--- config.mk ---
export PLATFORM = sky130hd
export DESIGN_NAME = maxpool2x2_engine
export DESIGN_NICKNAME = d
export VERILOG_FILES = /design/src/rtl/maxpool2x2_engine.sv
export SDC_FILE = /design/constraint.sdc
export NUM_CORES = 1
export LEC_CHECK = 0
export CAP_MARGIN = 25
export CORE_UTILIZATION = 48
export DETAILED_ROUTE_END_ITERATION = 10
export GPL_ROUTABILITY_DRIVEN = 0
export MAX_ROUTING_LAYER = met4
export PLACE_DENSITY_LB_ADDON = 0.2
export REMOVE_ABC_BUFFERS = 1
export SETUP_SLACK_MARGIN = 0.02
export SYNTH_ARGS = -nofsm -noshare
export SYNTH_HDL_FRONTEND = slang
export SYNTH_SLANG_ARGS = --single-unit
--- constraint.sdc ---
create_clock -name clk -period 3.1 [get_ports clk]
set_clock_uncertainty 0.1 [all_clocks]
set_input_delay 0.465 -clock clk [delete_from_list [all_inputs] [get_ports clk]]
set_output_delay 0.465 -clock clk [all_outputs]
set_load 0.03 [all_outputs]
--- src/rtl/maxpool2x2_engine.sv ---
// ---------------------------------------------------------------------------
// maxpool2x2_engine
//
// This block sits after the pooling register file. It reads a 4x4 activation
// tile from the register file and reduces it to four 2x2 max-pooled values.
// The values are emitted one window at a time over a valid/ready handshake.
//
// Ports:
//   clk, nrst    clock, asynchronous active-low reset
//   start        launch request (only sampled while idle)
//   busy         high whenever the engine is not idle
//   rd_adrs      register file read address (0 when not reading)
//   rd_data      register file read data, valid one cycle after rd_adrs
//   pool_data    max of the current window (the accumulator)
//   pool_idx     window index {row,col}: 0=TL 1=TR 2=BL 3=BR
//   pool_valid   pool_data / pool_idx valid
//   pool_ready   downstream accept
//   done         one-cycle pulse after window 3 is accepted
// ---------------------------------------------------------------------------
module maxpool2x2_engine #(
    parameter int DATA_WIDTH = 16,
    parameter int ADDR_WIDTH = 4,
    parameter int SIGNED     = 1
) (
    input  logic                  clk,
    input  logic                  nrst,
    input  logic                  start,
    output logic                  busy,
    output logic [ADDR_WIDTH-1:0] rd_adrs,
    input  logic [DATA_WIDTH-1:0] rd_data,
    output logic [DATA_WIDTH-1:0] pool_data,
    output logic [1:0]            pool_idx,
    output logic                  pool_valid,
    input  logic                  pool_ready,
    output logic                  done
);

    typedef enum logic [2:0] {
        S_IDLE  = 3'd0,
        S_READ  = 3'd1,
        S_DRAIN = 3'd2,
        S_OUT   = 3'd3,
        S_DONE  = 3'd4
    } state_t;

    state_t                  state_q, state_d;
    logic [1:0]              w_q, w_d;            // window counter
    logic [1:0]              e_q, e_d;            // element currently being addressed
    logic [ADDR_WIDTH-1:0]   rd_adrs_q, rd_adrs_d;
    logic                    busy_q, busy_d;
    logic                    pool_valid_q, pool_valid_d;
    logic                    done_q, done_d;
    logic [DATA_WIDTH-1:0]   acc_q, acc_d;
    logic                    issued_q, issued_d;  // a read was issued last cycle
    logic                    first_q, first_d;    // ...and it was element 0
    logic                    rd_gt;

    // Window base = w[1]*8 + w[0]*2 and element offset = e[1]*4 + e[0].
    // Together they form the address bits {w[1], e[1], w[0], e[0]}.
    function automatic logic [ADDR_WIDTH-1:0] elem_addr(input logic [1:0] w,
                                                        input logic [1:0] e);
        logic [3:0] a;
        a = {w[1], e[1], w[0], e[0]};
        return ADDR_WIDTH'(a);
    endfunction

    always_comb begin
        if (SIGNED != 0)
            rd_gt = $signed(rd_data) > $signed(acc_q);
        else
            rd_gt = rd_data > acc_q;
    end

    always_comb begin
        state_d      = state_q;
        w_d          = w_q;
        e_d          = e_q;
        rd_adrs_d    = '0;
        pool_valid_d = 1'b0;
        done_d       = 1'b0;

        // The register file returns data one cycle after the address. The
        // capture therefore trails the READ state by one cycle. The capture
        // for element 3 lands in DRAIN.
        issued_d = (state_q == S_READ);
        first_d  = (state_q == S_READ) && (e_q == 2'd0);

        // Strict greater-than: on a tie the accumulator keeps its old value.
        acc_d = acc_q;
        if (issued_q && (first_q || rd_gt))
            acc_d = rd_data;

        case (state_q)
            S_IDLE: begin
                if (start) begin
                    state_d   = S_READ;
                    w_d       = 2'd0;
                    e_d       = 2'd0;
                    rd_adrs_d = elem_addr(2'd0, 2'd0);
                end
            end
            S_READ: begin
                if (e_q == 2'd3) begin
                    state_d = S_DRAIN;
                end else begin
                    e_d       = e_q + 2'd1;
                    rd_adrs_d = elem_addr(w_q, e_q + 2'd1);
                end
            end
            S_DRAIN: begin
                state_d      = S_OUT;
                pool_valid_d = 1'b1;
            end
            S_OUT: begin
                pool_valid_d = 1'b1;
                if (pool_ready) begin
                    pool_valid_d = 1'b0;
                    if (w_q != 2'd3) begin
                        w_d       = w_q + 2'd1;
                        e_d       = 2'd0;
                        state_d   = S_READ;
                        rd_adrs_d = elem_addr(w_q + 2'd1, 2'd0);
                    end else begin
                        state_d = S_DONE;
                        done_d  = 1'b1;
                    end
                end
            end
            S_DONE: begin
                state_d = S_IDLE;
                w_d     = 2'd0;
                e_d     = 2'd0;
            end
            default: begin
                state_d = S_IDLE;
                w_d     = 2'd0;
                e_d     = 2'd0;
            end
        endcase

        busy_d = (state_d != S_IDLE);
    end

    always_ff @(posedge clk or negedge nrst) begin
        if (!nrst) begin
            state_q      <= S_IDLE;
            w_q          <= 2'd0;
            e_q          <= 2'd0;
            rd_adrs_q    <= '0;
            busy_q       <= 1'b0;
            pool_valid_q <= 1'b0;
            done_q       <= 1'b0;
            acc_q        <= '0;
            issued_q     <= 1'b0;
            first_q      <= 1'b0;
        end else begin
            state_q      <= state_d;
            w_q          <= w_d;
            e_q          <= e_d;
            rd_adrs_q    <= rd_adrs_d;
            busy_q       <= busy_d;
            pool_valid_q <= pool_valid_d;
            done_q       <= done_d;
            acc_q        <= acc_d;
            issued_q     <= issued_d;
            first_q      <= first_d;
        end
    end

    assign busy       = busy_q;
    assign rd_adrs    = rd_adrs_q;
    assign pool_data  = acc_q;
    assign pool_idx   = w_q;
    assign pool_valid = pool_valid_q;
    assign done       = done_q;

endmodule

==> results of run 1 <==
==> layout by cell type, fill, tap and decap left out, types with 6 or more instances in the layout <==
cell	synthesis	final
clkdlybuf4s50_1	0	44
ha_1	19	19
dfrtp_1	32	32
a21oi_1	8	8
inv_1	23	23
mux2_2	6	6
nand2_1	10	10
mux2_4	10	10
==> sequential cells by signal (all words and copies together) (netlist names) <==
signal and count:
busy 1, state_q 3, pool_valid 1, done 1
pool_data 16, first_q 1, e_q 2, issued_q 1
pool_idx 2, rd_adrs 4
==> metrics by stage <==
stage	total power (W)	cell area, um^2	hold WS (ns)
floorplan	0.00175	1740	0.0694
global placement	0.00225	2270	0.390
detailed placement	0.00232	2270	0.401
CTS	0.00258	2330	0.418
global route	0.00273	2330	0.438
finish	0.00256	2330	0.411
==> layout make-up <==
class	count	area (um^2)	share of cell area
Clock inverter	2	10.0	0.00429
Sequential cell	32	801	0.343
Clock buffer	6	51.3	0.0220
Timing Repair Buffer	49	478	0.205
Inverter	23	86.3	0.0370
Tap cell	46	57.6	0.0247
Multi-Input combinational cell	91	850	0.364
==> cells by family after synthesis <==
kind of cell               after synthesis  share of synthesized area
and+or+nand+nor                         30                      0.106
AOI/OAI and AO/OA                       26                      0.119
adders and majority gates               19                      0.136
DFF                                     32                      0.457
buffers and inverters                   24                     0.0579
muxes                                   16                      0.124
==> path summary, 6_finish.rpt <==
kind	start	to	slack (ns)	cells after the start
worst max-delay path	rd_data[13]	pool_data[15]$_DFFE_PN0P_	0.38	8
max in group asynchronous	nrst	e_q[0]$_DFFE_PN0P_	2.20	2
worst max register to register	pool_data[13]$_DFFE_PN0P_	pool_data[15]$_DFFE_PN0P_	0.54	8
min in group clk	e_q[0]$_DFFE_PN0P_	e_q[0]$_DFFE_PN0P_	0.42	1
worst min-delay path	nrst	pool_data[7]$_DFFE_PN0P_	0.41	2
worst min register to register	e_q[0]$_DFFE_PN0P_	e_q[0]$_DFFE_PN0P_	0.42	1
==> worst max-delay path: cells and delay by family <==
family	cells	cell delay (ns)
adders and majority gates	1	0.35
AOI/OAI and AO/OA	2	0.49
and+or+nand+nor	2	0.52
buffers and inverters	2	0.66
muxes	1	0.35
==> power by group through the flow <==
stage          Sequential (W)  Combinational (W)  Clock [W]
4_1_cts              0.000739            0.00158   0.000262
2_1_floorplan         0.00102           0.000734          0
5_1_grt              0.000766            0.00169   0.000278
6_report             0.000740            0.00157   0.000252
3_3_place_gp         0.000730            0.00152          0
3_5_place_dp         0.000745            0.00157          0
==> layer usage <==
| layer | track usage | share of wire | vias to the layer above |
|---|---|---|---|
| met2 | 0.382 | 0.53 | 32 |
| li1 | - | - | 624 |
| met5 | - | 0 | - |
| met3 | 0.0566 | 0.036 | 13 |
| met4 | 0.105 | 0.029 | 0 |
| met1 | 0.216 | 0.40 | 624 |
==> cell usage after synthesis, types with 2 or more instances <==
cell,n,area [um^2]
nor2_1,4,15.0
dfrtp_1,32,801
mux2_2,6,67.6
and2_1,5,31.3
nand2_1,10,37.5
ha_1,19,238
a22o_1,2,17.5
nand4_2,2,25.0
o21ai_0,3,15.0
a21o_1,3,22.5
inv_1,23,86.3
nand3b_1,2,15.0
a21oi_1,8,40.0
mux2_4,10,150
==> flow_summary.ini, run 1 <==
[timing]
tightestPinTransition_ns = 0.436
min_period_ns = 2.72
fin_ws_ns = 0.384
slew_headroom = 0.709
slew_viol_final = 0
rsz0062_at_grt = false
hold_viol_final = 0
setup_tns_ns = 0
timing.fmax_mhz = 368
period_share = 0.876
final-setup-viol-count = 0

[cells_and_area]
fillers = 252
stdcell_count = 249
syn2layout_area_growth_pct = 33.2
final_core_util = 0.683
num_antenna_cells = 0
fin_nets = 241
drive_gt1_frac = 0.177

[detailed_routing]
ant_nets = 0
viasPerCell = 5.19
vias = 1293
wl_per_cell_um = 14.5
route.detailed.drc = 0
wirelength_um = 3610
firstDrtPassIters = 3
drt-initial-drc-count = 15

[clocking]
cts_sinks = 32
numCtsBuffers = 5
cts_max_level = 2
clk_path_buf_depth = 2
path_clk_slew_ns = 0.10
ctsResizeCount = 0
ctsRootBufferMaster = clkbuf_4
clk_latency_ns = 0.34
cts_tree = yes
holdBufCountCts = 0
post_cts_buffers = 0

[pwr]
powerDensity_mw_per_mm2 = 1100
pwr-share-seq = 0.289
switching_power_w = 0.00109
clock_power_share = 0.099
max-vdd-ir-drop_v = 0.000537
p_int_w = 0.00147
swShare = 0.425
power_frac_comb = 0.612
p_leak_nw = 1.16

[critical_path]
cp_max_fo = 6
critPathRequiredTime_ns = 3.23
cp-end-kind = flip-flop
path_cells = clkdlybuf4s50_1, ha_1, nand4_2, nor4_4, a2111oi_2, a311oi_4, buf_4, mux2_2
critPathSlowestCell = clkdlybuf4s50_1
slowest_delay_ns = 0.44
arrival_ns = 2.85
startpoint_type = input port
path_class = in2reg

[synthesis]
synth_area_per_cell_um2 = 11.9
synth_enable_flop_cells = 0
syn-cell-area_mm2 = 0.00175
synth_flop_cell = dfrtp_1
synthArstFlopShare = 1.00
ys_seq_area_frac = 0.457
ys_ff_latch = 32
ys_warn_count = 0
syn_inst = 147
synth_cell_types = 32

[global_route]
grt_pass1_vias = 1458
grt_usage = 0.215
grt_pass1_wl_um = 6370
antenna_found_initial = 0
grt-ovfl-total = 0
grt_max_degree = 33

[job]
maxCapViolations = 0

[min_path]
hold_path_class = in2async

[place]
dp_hpwl_um = 2770
dp.cells = 241
io_buffers = 44
dp_slack_ns = 0.00102

[die]
core_area_mm2 = 0.00342
die_x_um = 62.4
ioPinCount = 45
die-area_mm2 = 0.00390
rows = 21
floorplan.initialDensity = 0.513
die_y_um = 62.4

[outcome]
status = completed
(Power assumes the default switching activity.)
==> run 2: changes to the inputs <==
--- a/config.mk
+++ b/config.mk
@@ -6,7 +6,8 @@
 export NUM_CORES = 1
 export LEC_CHECK = 0
 export CAP_MARGIN = 25
-export CORE_UTILIZATION = 48
+export CORE_MARGIN = 2
+export CORE_UTILIZATION = 50
 export DETAILED_ROUTE_END_ITERATION = 10
 export GPL_ROUTABILITY_DRIVEN = 0
 export MAX_ROUTING_LAYER = met4
==> constraint.sdc (replaced) <==
create_clock -name clk -period 3.5 [get_ports clk]
set_clock_uncertainty 0.1 [all_clocks]
set_input_delay 0.525 -clock clk [delete_from_list [all_inputs] [get_ports clk]]
set_output_delay 0.525 -clock clk [all_outputs]
set_load 0.03 [all_outputs]
==> flow_summary.ini, run 2 (same netlist as run 1, synthesis figures left out) <==
[cells_and_area]
syn2layout_area_growth_pct = 34.3
seqCellArea_um2 = 801
num_antenna_cells = 0
final_cell_mix = clkdlybuf4s50_1 (44), dfrtp_1 (32), inv_1 (23)
drive_gt1_frac = 0.169
fin_nets = 239
multiInputGateArea_um2 = 850
largest_reg_flops = 16
final_area_mm2 = 0.00235
final_core_util = 0.699
final_common_cell = clkdlybuf4s50_1
fillers = 268

[critical_path]
r2r_setup_slack_ns = 0.91
cp-end-kind = flip-flop
path_class = in2reg
arrival_ns = 2.93
rr_worst_depth = 8
cp_max_fo = 9
startpoint_type = input port
critPathRequiredTime_ns = 3.62

[timing]
setup_tns_ns = 0
slew_headroom = 0.487
slew_viol_final = 0
final-setup-viol-count = 0
tightestPinTransition_ns = 0.767
rsz0062_at_grt = false
timing.fmax_mhz = 356
min_period_ns = 2.81
hold_viol_final = 0
period_share = 0.802

[detailed_routing]
drt-initial-drc-count = 36
viasPerCell = 5.23
route.detailed.drc = 0
wl_per_cell_um = 14.8
wirelength_um = 3650
firstDrtPassIters = 4
vias = 1293
ant_nets = 0

[clocking]
cts_sinks = 32
post_cts_buffers = 0
clk_path_buf_depth = 2
ctsResizeCount = 0
path_clk_slew_ns = 0.10
cts_max_level = 2
numCtsBuffers = 5
cts_tree = yes
ctsRootBufferMaster = clkbuf_4
holdBufCountCts = 0
clk_latency_ns = 0.34

[pwr]
swShare = 0.409
power_frac_comb = 0.585
p_int_w = 0.00138
max-vdd-ir-drop_v = 0.000455
switching_power_w = 0.000955
powerDensity_mw_per_mm2 = 993
pwr-share-seq = 0.279
p_leak_nw = 1.16
clock_power_share = 0.136

[die]
die_y_um = 63.2
die-area_mm2 = 0.00399
ioPinCount = 45
die_x_um = 63.2
core_area_mm2 = 0.00336
rows = 21
floorplan.initialDensity = 0.521

[place]
dp_hpwl_um = 2680
placed_area_mm2 = 0.00226
io_buffers = 44

[min_path]
holdPathStages = 1
hold_path_class = reg2reg

[global_route]
grt_usage = 0.215
grt_pass1_wl_um = 6410
grt-ovfl-total = 0
grt_max_degree = 33
grt_pass1_vias = 1380
antenna_found_initial = 0

[job]
maxCapViolations = 0

[outcome]
status = completed
## run 2: per-stage QoR
| step | hold slack, ns | instances | setup WS [ns] | total power, W |
|---|---|---|---|---|
| after floorplan | 0.129 | 146 | 0.579 | 0.00155 |
| after global placement | 0.390 | 239 | 0.451 | 0.00197 |
| after detailed placement | 0.402 | 239 | 0.351 | 0.00202 |
| after CTS | 0.425 | 247 | 0.709 | 0.00236 |
| after global routing | 0.458 | 247 | 0.630 | 0.00250 |
| final | 0.426 | 247 | 0.692 | 0.00234 |
## run 2: routing by layer
layer / part of all wire / up-vias / GRT usage
met3: 0.052 / 8 / 0.0607
met2: 0.54 / 32 / 0.368
li1: - / 621 / -
met1: 0.39 / 632 / 0.234
met4: 0.020 / 0 / 0.0924
met5: 0 / - / -
## run 2: path summary, 6_finish.rpt
kind,start,end
worst max-delay path,rd_data[10],pool_data[15]$_DFFE_PN0P_
worst min register to register,e_q[0]$_DFFE_PN0P_,e_q[0]$_DFFE_PN0P_
worst max register to register,pool_data[13]$_DFFE_PN0P_,pool_data[15]$_DFFE_PN0P_
min in group asynchronous,nrst,pool_data[6]$_DFFE_PN0P_
max in group asynchronous,nrst,done$_DFF_PN0_
worst min-delay path,e_q[0]$_DFFE_PN0P_,e_q[0]$_DFFE_PN0P_
## run 2: cell type report
cell class / instances / share of cell area
clock buffer: 7 / 0.0277
tap: 46 / 0.0245
multi-input combinational: 91 / 0.361
inverter: 23 / 0.0367
sequential: 32 / 0.340
clock inverter: 1 / 0.0128
timing repair buffer: 47 / 0.197
## run 2: worst max-delay path: stages
cell and delay (ns):
clkdlybuf4s50_1 0.45, ha_1 0.35, nand4_2 0.18, nor4_4 0.36, a2111oi_2 0.14, a311oi_4 0.32, buf_4 0.26, mux2_2 0.34
## run 2: power by group through the flow
stage	clock network, W	logic (W)	registers [W]
3_5_place_dp	0	0.00136	0.000659
3_3_place_gp	0	0.00133	0.000646
4_1_cts	0.000328	0.00138	0.000653
2_1_floorplan	0	0.000651	0.000901
6_report	0.000318	0.00137	0.000651
5_1_grt	0.000343	0.00148	0.000680
==> variant (settings of run 1) <==
Change the parameter `DATA_WIDTH` from 16 to 20.
--- a/src/rtl/maxpool2x2_engine.sv
+++ b/src/rtl/maxpool2x2_engine.sv
@@ -20,3 +20,3 @@
 module maxpool2x2_engine #(
-    parameter int DATA_WIDTH = 16,
+    parameter int DATA_WIDTH = 20,
     parameter int ADDR_WIDTH = 4,
Ports: changed (resized pool_data and rd_data); port bits go from 45 to 53. The function was not compared with the original's and may differ.
==> variant against run 1 <==
  * Clock power rose by 35%
  * First-iteration DRC count rose to 2.6 times the old value
  * Largest power group unchanged
  * Final area rose by 19%
  * Worst setup slack got worse by 250 ps
  * Sequential cell count rose by 4
  * Combinational power rose by 34%
  * Sequential power rose by 18%
  * Area after synthesis rose by 18%
  * Wire length rose by 19%
  * Total power rose by 30%
  * Critical path type unchanged
==> variant: results (changes against run 1) <==
Run status
  • Status: finished, final reports clean

Timing
  • Fin. Hold Viols: 0 (unchanged)
  • Setup_tns: 0 ps (unchanged)
  • Hold WS: 155.2 ps (-255.9 ps)
  • Worst slew pin tran: 787.4 ps (+351.2 ps)

Placed design
  • Post-Place Cells: 282 (+17%)
  • Input/output buffers: 52 (+18%)
  • Placed cell areas: 0.002689 mm^2 (+18%)
  • Pre-CTS setup slack: -162.3 ps (-163.3 ps)
  • Detailed Place HPWL: 3.291 mm (+19%)

Power and ir drop
  • Peak supply drop: 0.0005382 V (+0.15%)
  • Internal power: 0.001977 W (+34%)
  • P_leak: 1.358 nW (+17%)

Layout
  • Share of layout cells above drive strength 1: 0.1750 (-0.002340)
  • Finished Cell Area: 0.002779 mm^2 (+19%)
  • # fillers: 294 (+17%)
  • # diodes: 0 (unchanged)
  • Max FFs per register: 20 (+4)
  • NumNets Final: 286 (+19%)

Setup path
  • R2R Path Start: pool_data[10]$_DFFE_PN0P_
  • Crit-path max FO: 9 (+3)
  • CP max stage cell: clkdlybuf4s50_1
  • Worst reg2reg endpoint: pool_data[9]$_DFFE_PN0P_
  • R2R setup slack: 350 ps (-190 ps)
  • Worst Path Arrival: 3030 ps (+180 ps)
  • CP max stage delay: about 430 ps
  • Reg2Reg Depth: 9 (+1)

Clock tree
  • Clk root buf: clkbuf_8
  • Postcts setup bufs: 0 (unchanged)
  • Clk slew on worst S/H paths: 70 ps (-30 ps)
  • H-tree depth: 2 (unchanged)
  • Clk buf depth: 2 (unchanged)
  • Worst-skew pair later-pin latency: 280 ps (-60 ps)
  • Inserted Clock Buffers: 5 (unchanged)
  • Post-CTS Resized: 0 (unchanged)

Synthesis
  • Post-synthesis xor/xnor area fraction: 0 (unchanged)
  • Post-synth ARST share: 1.000 (unchanged)
  • Predominant post-synthesis flop cell: dfrtp_1
  • Cell count after synthesis: 174 (+18%)
  • Mux cell area share after synthesis: 0.1456 (+0.02135)
  • Adder-Cell Fraction of Synth Area: 0.1396 (+0.003849)
  • Yosys warns: 0 (unchanged)
  • Register area share after synthesis: 0.4369 (-0.02025)
  • Synth Area in Compound Gates: 0.1129 (-0.005707)
  • Synth area leaders: dfrtp_1 (44%), mux2_4 (15%), ha_1 (14%)
  • Synth top cells by count: dfrtp_1 (36), inv_1 (24), ha_1 (23), mux2_4 (20)
  • Post-synth cell types: 33 (+3.1%)

Hold path
  • Worst Hold Class: in -> async

Route
  • WL/cell: 14.77 um (+2.0%)
  • Total routed wirelength: 4.282 mm (+19%)
  • Starting DRT DRC Count: 39 (+24)
  • DR vias: 1541 (+19%)
  • Drt first pass iters: 4 (+1)

GRT
  • Initial antenna violation count: 0 (unchanged)
  • GRT Resource Usage Total: 0.2102 (-0.004474)
  • Pin count of the biggest net entering global routing: 37 (+12%)
  • Vias in the first global route: 1591 (+9.1%)
  • First-pass GRT wire length: 6.900 mm (+8.4%)
[variant: cell count changes after synthesis, sizes merged, moves of 4 or more]
cell,change
dfrtp,+4
ha,+4
mux2,+4
and4,+4
[variant: worst max path at each step]
stage | start | to | slack (ps) | cells past startpoint
finish | rd_data[10] | pool_data[9]$_DFFE_PN0P_ | 130 | 9
global route | rd_data[19] | pool_data[0]$_DFFE_PN0P_ | 30 | 9
CTS | rd_data[10] | pool_data[1]$_DFFE_PN0P_ | 130 | 9
floorplan | pool_data[10]$_DFFE_PN0P_ | pool_data[0]$_DFFE_PN0P_ | 290 | 8
detailed placement | rd_data[10] | pool_data[1]$_DFFE_PN0P_ | -160 | 9
global placement | rd_data[19] | pool_data[2]$_DFFE_PN0P_ | -60 | 9
[variant: critical path: cells and delay by family]
family | cells | cell delay [ps]
AOI/OAI and AO/OA | 3 | 940
buffers and inverters | 2 | 600
and+or+nand+nor | 2 | 370
adders and majority gates | 1 | 330
muxes | 1 | 310
[variant: per-layer routing]
metal  global-route usage  vias to the layer above  part of all wire
met1               0.2349                      757              0.42
met2               0.3713                       37              0.53
met5                    -                        -                 0
met3              0.04561                        4             0.040
li1                     -                      743                 -
met4              0.06117                        0            0.0072
[variant: power groups by stage]
stage / clock (W) / combinational, W / sequential (W)
6_report: 0.000341 / 0.00211 / 0.000871
5_1_grt: 0.000375 / 0.00227 / 0.000905
4_1_cts: 0.000353 / 0.00213 / 0.000873
3_5_place_dp: 0 / 0.00212 / 0.000877
3_3_place_gp: 0 / 0.00206 / 0.000860
2_1_floorplan: 0 / 0.000996 / 0.00120
[variant: cell type report]
class	count	share of cell area
Sequential cell	36	0.3242
Tap cell	50	0.02251
Clock buffer	8	0.03242
Inverter	24	0.03242
Timing Repair Buffer	61	0.2188
Multi-Input combinational cell	111	0.3697
